$ cat src/rtl/frame_timing_counter.sv
// frame_timing_counter
//   Raster timing generator. Counts colour-plane samples within a pixel,
//   pixels within a line, lines within a field and fields within a frame.
//   Interlaced frames carry two fields. Line and field lengths come from
//   shadow copies of the totals, so changes on the inputs take effect at
//   the next frame boundary.
//
// Parameters
//   H_WIDTH           width of h_count / h_total
//   V_WIDTH           width of v_count / v_total_f0 / v_total_f1
//   SAMPLES_PER_PIXEL sequential samples per pixel (1..4)
//   TOTALS_MINUS_ONE  1: totals are last indices, 0: totals are counts
//   FRAME_CNT_WIDTH   width of frame_count
//
// Ports
//   clk, rst           rising-edge clock, asynchronous active-high reset
//   sclr               synchronous clear / preload from *_reset inputs
//   enable             cycle qualifier; nothing advances when low
//   interlaced         two fields per frame when high
//   h_total            samples-per-line total
//   v_total_f0/_f1     lines in field 0 / field 1
//   h_reset, v_reset,
//   field_reset        preload values applied on sclr
//   sample_ticks       sample index within the current pixel
//   start_of_pixel     high when sample_ticks is 0
//   h_count, v_count   registered position
//   field              registered current field
//   new_line/_field/_frame  combinational boundary strobes
//   frame_count        registered wrapping frame counter
module frame_timing_counter #(
    parameter int H_WIDTH           = 14,
    parameter int V_WIDTH           = 13,
    parameter int SAMPLES_PER_PIXEL = 1,
    parameter int TOTALS_MINUS_ONE  = 0,
    parameter int FRAME_CNT_WIDTH   = 8
) (
    input  logic                       clk,
    input  logic                       rst,
    input  logic                       sclr,
    input  logic                       enable,
    input  logic                       interlaced,
    input  logic [H_WIDTH-1:0]         h_total,
    input  logic [V_WIDTH-1:0]         v_total_f0,
    input  logic [V_WIDTH-1:0]         v_total_f1,
    input  logic [H_WIDTH-1:0]         h_reset,
    input  logic [V_WIDTH-1:0]         v_reset,
    input  logic                       field_reset,
    output logic [1:0]                 sample_ticks,
    output logic                       start_of_pixel,
    output logic [H_WIDTH-1:0]         h_count,
    output logic [V_WIDTH-1:0]         v_count,
    output logic                       field,
    output logic                       new_line,
    output logic                       new_field,
    output logic                       new_frame,
    output logic [FRAME_CNT_WIDTH-1:0] frame_count
);

    localparam logic [1:0] SPP_LAST = 2'(SAMPLES_PER_PIXEL - 1);
    localparam logic       SPP_ONE  = (SAMPLES_PER_PIXEL == 1);

    // Convert a supplied total into the last valid index. A count of zero
    // is treated as one so the last index never underflows.
    function automatic logic [H_WIDTH-1:0] h_last_of(input logic [H_WIDTH-1:0] total);
        if (TOTALS_MINUS_ONE != 0) return total;
        if (total == '0) return '0;
        return total - H_WIDTH'(1);
    endfunction

    function automatic logic [V_WIDTH-1:0] v_last_of(input logic [V_WIDTH-1:0] total);
        if (TOTALS_MINUS_ONE != 0) return total;
        if (total == '0) return '0;
        return total - V_WIDTH'(1);
    endfunction

    logic [H_WIDTH-1:0] h_last_shadow;
    logic [V_WIDTH-1:0] v_last_f0_shadow;
    logic [V_WIDTH-1:0] v_last_f1_shadow;
    logic               interlaced_shadow;
    logic               in_reset;
    logic               pixel_done;
    logic [V_WIDTH-1:0] v_last;

    // Strobes are held low while rst is asserted so a held-in-reset block
    // presents no boundaries.
    always_comb begin
        pixel_done = !rst && enable && (sample_ticks == SPP_LAST);
        v_last     = field ? v_last_f1_shadow : v_last_f0_shadow;
        new_line   = pixel_done && (h_count >= h_last_shadow);
        new_field  = new_line && (v_count >= v_last);
        new_frame  = new_field && (!interlaced_shadow || field);
    end

    assign start_of_pixel = (sample_ticks == 2'd0);

    // Remembers that rst has been seen since the last clock edge, so the
    // shadows are loaded while the block is held in reset without rst
    // itself appearing as a synchronous term.
    always_ff @(posedge clk or posedge rst) begin
        if (rst) in_reset <= 1'b1;
        else     in_reset <= 1'b0;
    end

    // Shadow totals: captured on reset, on sclr and at each frame boundary.
    always_ff @(posedge clk) begin
        if (in_reset || sclr || new_frame) begin
            h_last_shadow     <= h_last_of(h_total);
            v_last_f0_shadow  <= v_last_of(v_total_f0);
            v_last_f1_shadow  <= v_last_of(v_total_f1);
            interlaced_shadow <= interlaced;
        end
    end

    // Position counters. The >= compares let a counter preloaded beyond
    // its total wrap at the next boundary instead of running to 2^width.
    always_ff @(posedge clk or posedge rst) begin
        if (rst) begin
            sample_ticks <= 2'd0;
            h_count      <= '0;
            v_count      <= '0;
            field        <= 1'b0;
            frame_count  <= '0;
        end else if (sclr) begin
            sample_ticks <= 2'd0;
            // With one sample per pixel the clear cycle is itself a pixel
            // when enabled, so the preload lands one pixel further on.
            h_count      <= h_reset + H_WIDTH'(SPP_ONE && enable);
            v_count      <= v_reset;
            field        <= field_reset;
            frame_count  <= '0;
        end else if (enable) begin
            sample_ticks <= pixel_done ? 2'd0 : sample_ticks + 2'd1;
            if (new_line) begin
                h_count <= '0;
                if (new_field) begin
                    v_count <= '0;
                    field   <= interlaced_shadow ? !field : 1'b0;
                end else begin
                    v_count <= v_count + V_WIDTH'(1);
                end
                if (new_frame) frame_count <= frame_count + FRAME_CNT_WIDTH'(1);
            end else if (pixel_done) begin
                h_count <= h_count + H_WIDTH'(1);
            end
        end
    end

endmodule

$ cat config.mk
export PLATFORM = sky130hd
export DESIGN_NAME = frame_timing_counter
export DESIGN_NICKNAME = d
export VERILOG_FILES = /design/src/rtl/frame_timing_counter.sv
export SDC_FILE = /design/constraint.sdc
export NUM_CORES = 1
export LEC_CHECK = 0
export CAP_MARGIN = 20
export CORE_ASPECT_RATIO = 2
export CORE_UTILIZATION = 52
export DETAILED_ROUTE_END_ITERATION = 12
export PLACE_DENSITY = 0.86
export SYNTH_ARGS = -nofsm -noshare
export SYNTH_HDL_FRONTEND = slang
export SYNTH_SLANG_ARGS = --single-unit
$ cat constraint.sdc
create_clock -name clk -period 4.8 [get_ports clk]
set_input_delay 0.48 -clock clk [delete_from_list [all_inputs] [get_ports clk]]
set_output_delay 0.48 -clock clk [all_outputs]
set_load 0.005 [all_outputs]
==> out/metrics.json <==
{
  "period_minus_slack_ns": 4.08,
  "cts_tree": "yes",
  "asyncSetResetFlopFracSynth": 0.488,
  "fmax_mhz": 245,
  "detail_route.vias_per_cell": 6.02,
  "global_route.peak_usage_layer": "met2",
  "antenna_found_initial": 0,
  "setup_tns_ns": 0,
  "cts_made_buffers": 9,
  "synth.top_cells.by_count": "sky130_fd_sc_hd__nand2_1, sky130_fd_sc_hd__nor2_1, sky130_fd_sc_hd__a21oi_1, sky130_fd_sc_hd__edfxtp_1, sky130_fd_sc_hd__dfrtp_1",
  "layout-drive-gt1-share": 0.0524,
  "hold_buffers": 0,
  "grt_overflow_total": 0,
  "crit_path_start_kind": "flop",
  "nNetsFinal": 810,
  "post_synthesis_to_final_layout_area_growth_pct": 28.8,
  "synth-seq-cells": 80,
  "syn_nets": 703,
  "synth-main-ff-cell": "sky130_fd_sc_hd__edfxtp_1",
  "cts.htree.levels": 3,
  "crit_fanout": 16,
  "timing.hold.worst.class": "flop to flop",
  "critical_path.reg2reg.startpoint": "field$_DFFE_PP0P_",
  "timing.reg2reg.setup_slack_ns": 1.07,
  "first_iter_violations": 313,
  "crit_path_end": "new_frame",
  "start_util": 0.530,
  "unique_masters_post_synth": 48,
  "min_period_over_period": 0.849,
  "utilization": 0.683,
  "cts_setup_buffers": 0,
  "post-synth-top-area-cell": "sky130_fd_sc_hd__edfxtp_1",
  "grt_first_pass_wirelength_mm": 23.4,
  "finalNonFillerCells": 841,
  "rsz0062_at_grt": "no",
  "clock_path_buffers": 2,
  "grtUsageMet2": 0.517,
  "combPwrFrac": 0.245,
  "power_report.internal_total_mw": 1.43,
  "max-cap-violations": 0,
  "power_switching_share": 0.292,
  "wl_final_mm": 14.4,
  "clk-insertion-delay-late_ns": 0.34,
  "grt_util_met1": 0.275,
  "gr-usage-met3": 0.0499,
  "seq_power_share": 0.428,
  "place_congestion": 0.829,
  "end_kind": "output pin",
  "drt_drc_violations_left": 0,
  "power_switching_mw": 0.588,
  "timing.setup.critical_path_class": "flop to output pin",
  "netlist_top_cells_area": "sky130_fd_sc_hd__edfxtp_1, sky130_fd_sc_hd__dfrtp_1, sky130_fd_sc_hd__ha_1, sky130_fd_sc_hd__a21oi_1, sky130_fd_sc_hd__nand2_1",
  "postSynthCellCount": 594,
  "number_of_enable_flip_flop_cells_after_synthesis": 41,
  "worstMarginPinSlew_ns": 1.02,
  "vias": 5067,
  "firstDrtPassIters": 5,
  "finalClockSkew_ns": 0.00561,
  "die_w_um": 73.7,
  "die_height_um": 145,
  "syn_area_mm2": 0.00535,
  "worst_ep_arrival_time_ns": 3.60,
  "maxSlewViolCount": 0,
  "maximum_number_of_pins_on_one_net_before_global_route_repair": 62,
  "clock_pin_slew_of_the_registers_on_the_worst_case_setup_and_hold_paths_ns": 0.06,
  "port_buffer_cells": 114,
  "power_leakage_nw": 2.67,
  "synthesis.area_per_instance_um2": 9.00,
  "synth_most_common_cell": "sky130_fd_sc_hd__nand2_1",
  "clkSinkCount": 80,
  "timing_hold_violations_final": 0,
  "slew-limit-headroom": 0.319,
  "detailedPlacementHpwl_mm": 10.7,
  "placement.cell_area_mm2": 0.00660,
  "drt-wirelength-per-cell_um": 17.2,
  "cp_data_required_time_ns": 4.32,
  "post_cts.resized_instances": 0,
  "cp-startpoint": "field$_DFFE_PP0P_",
  "num_rows": 52,
  "postRouteAntennaNets": 0,
  "number_of_cells_on_the_worst_hold_path": 2,
  "cts.root.buffer_cell": "sky130_fd_sc_hd__clkbuf_16",
  "coreArea_mm2": 0.0101,
  "dp_cells": 824,
  "power_density_mw_per_mm2": 293,
  "final-setup-viol-count": 0,
  "worst_r2r_path_depth": 9,
  "grt_pass1_vias": 5201,
  "status": "completed",
  "die_area_mm2": 0.0107,
  "clkPwrFrac": 0.326,
  "vdd_drop_max_mv": 0.248,
  "insertedDiodeCount": 0,
  "track_usage": 0.285,
  "r2r_end": "h_last_shadow[12]$_SDFFCE_PN0P_",
  "floorplan.io_pins": 115,
  "ys_warn_count": 0,
  "finish.instance_area_mm2": 0.00688,
  "synth_sequential_area_ratio": 0.413,
  "fillerInstances": 763,
  "synth.top_cell.area_share": 0.230
}
## worst max-delay path: stages, from the launching register on
cell                              delay (ns)
sky130_fd_sc_hd__dfrtp_1                0.87
sky130_fd_sc_hd__mux2_2                 0.41
sky130_fd_sc_hd__ha_1                   0.27
sky130_fd_sc_hd__nand2b_1               0.14
sky130_fd_sc_hd__a31oi_1                0.19
sky130_fd_sc_hd__o21ai_0                0.15
sky130_fd_sc_hd__a21oi_2                0.54
sky130_fd_sc_hd__nor3b_2                0.18
sky130_fd_sc_hd__clkdlybuf4s50_1        0.51
## cell usage in the layout, fill, tap and decap left out, types with 12 or more instances in the layout
cell type,instances
sky130_fd_sc_hd__clkdlybuf4s50_1,113
sky130_fd_sc_hd__nand2_1,60
sky130_fd_sc_hd__nor2_1,54
sky130_fd_sc_hd__a21oi_1,48
sky130_fd_sc_hd__edfxtp_1,41
sky130_fd_sc_hd__dfrtp_1,38
sky130_fd_sc_hd__ha_1,36
sky130_fd_sc_hd__o21ai_0,32
sky130_fd_sc_hd__inv_1,30
sky130_fd_sc_hd__nand3_1,27
sky130_fd_sc_hd__nor3_1,27
sky130_fd_sc_hd__a32oi_1,20
sky130_fd_sc_hd__xnor2_1,16
sky130_fd_sc_hd__xor2_1,15
sky130_fd_sc_hd__mux2i_1,14
sky130_fd_sc_hd__nor4_1,14
sky130_fd_sc_hd__or3_1,12
## sequential cells by signal, indices dropped and copies added, names as in the netlist
signal	count
interlaced_shadow	1
in_reset	1
h_last_shadow	14
sample_ticks	2
field	1
h_count	14
frame_count	8
v_last_f1_shadow	13
v_last_f0_shadow	13
v_count	13
## through the flow
stage	hold slack, ns	worst slack, ns	total power [mW]
after detailed placement	0.533	0.931	1.36
after CTS	0.546	0.749	2.02
final	0.548	0.725	2.01
after floorplan	0.527	1.18	1.13
after global placement	0.538	0.983	1.33
after global routing	0.588	0.588	2.11
## logic make-up after synthesis
kind of cell,after synthesis,share of synthesized area
fa+ha+maj,36,0.0843
mux,18,0.0346
simple gates,238,0.217
other cells,1,0.000702
buf+inv,57,0.0424
compound gates,133,0.158
xor+xnor,31,0.0508
flops,80,0.413
## layer usage
metal,wire length (um),vias up
li1,-,2408
met1,4740,2376
met2,8060,216
met3,687,67
met5,0,-
met4,956,0
## area by class of cell
cell class,count,area (um^2),share of cell area
flip-flops and latches,80,2210,0.321
clock buffers,11,233,0.0338
repair buffers,122,1200,0.174
multi-input cells,457,2910,0.423
well taps,135,169,0.0245
inverters,31,116,0.0169
clock inverters,5,47.5,0.00691
## how the worst min path moves through the flow
stage	from	slack [ns]	end
global route	frame_count[7]$_DFFE_PP0P_	0.59	frame_count[7]$_DFFE_PP0P_
global placement	frame_count[7]$_DFFE_PP0P_	0.54	frame_count[7]$_DFFE_PP0P_
finish	frame_count[7]$_DFFE_PP0P_	0.55	frame_count[7]$_DFFE_PP0P_
detailed placement	frame_count[7]$_DFFE_PP0P_	0.53	frame_count[7]$_DFFE_PP0P_
floorplan	frame_count[7]$_DFFE_PP0P_	0.53	frame_count[7]$_DFFE_PP0P_
CTS	frame_count[7]$_DFFE_PP0P_	0.55	frame_count[7]$_DFFE_PP0P_
## power groups by stage
stage	combinational [mW]	sequential (mW)	clock, mW
2_1_floorplan	0.279	0.849	0
4_1_cts	0.491	0.860	0.665
3_3_place_gp	0.461	0.867	0
3_5_place_dp	0.485	0.872	0
5_1_grt	0.545	0.870	0.692
6_report	0.494	0.863	0.658
Note: power is estimated with default switching activity, not from simulation.
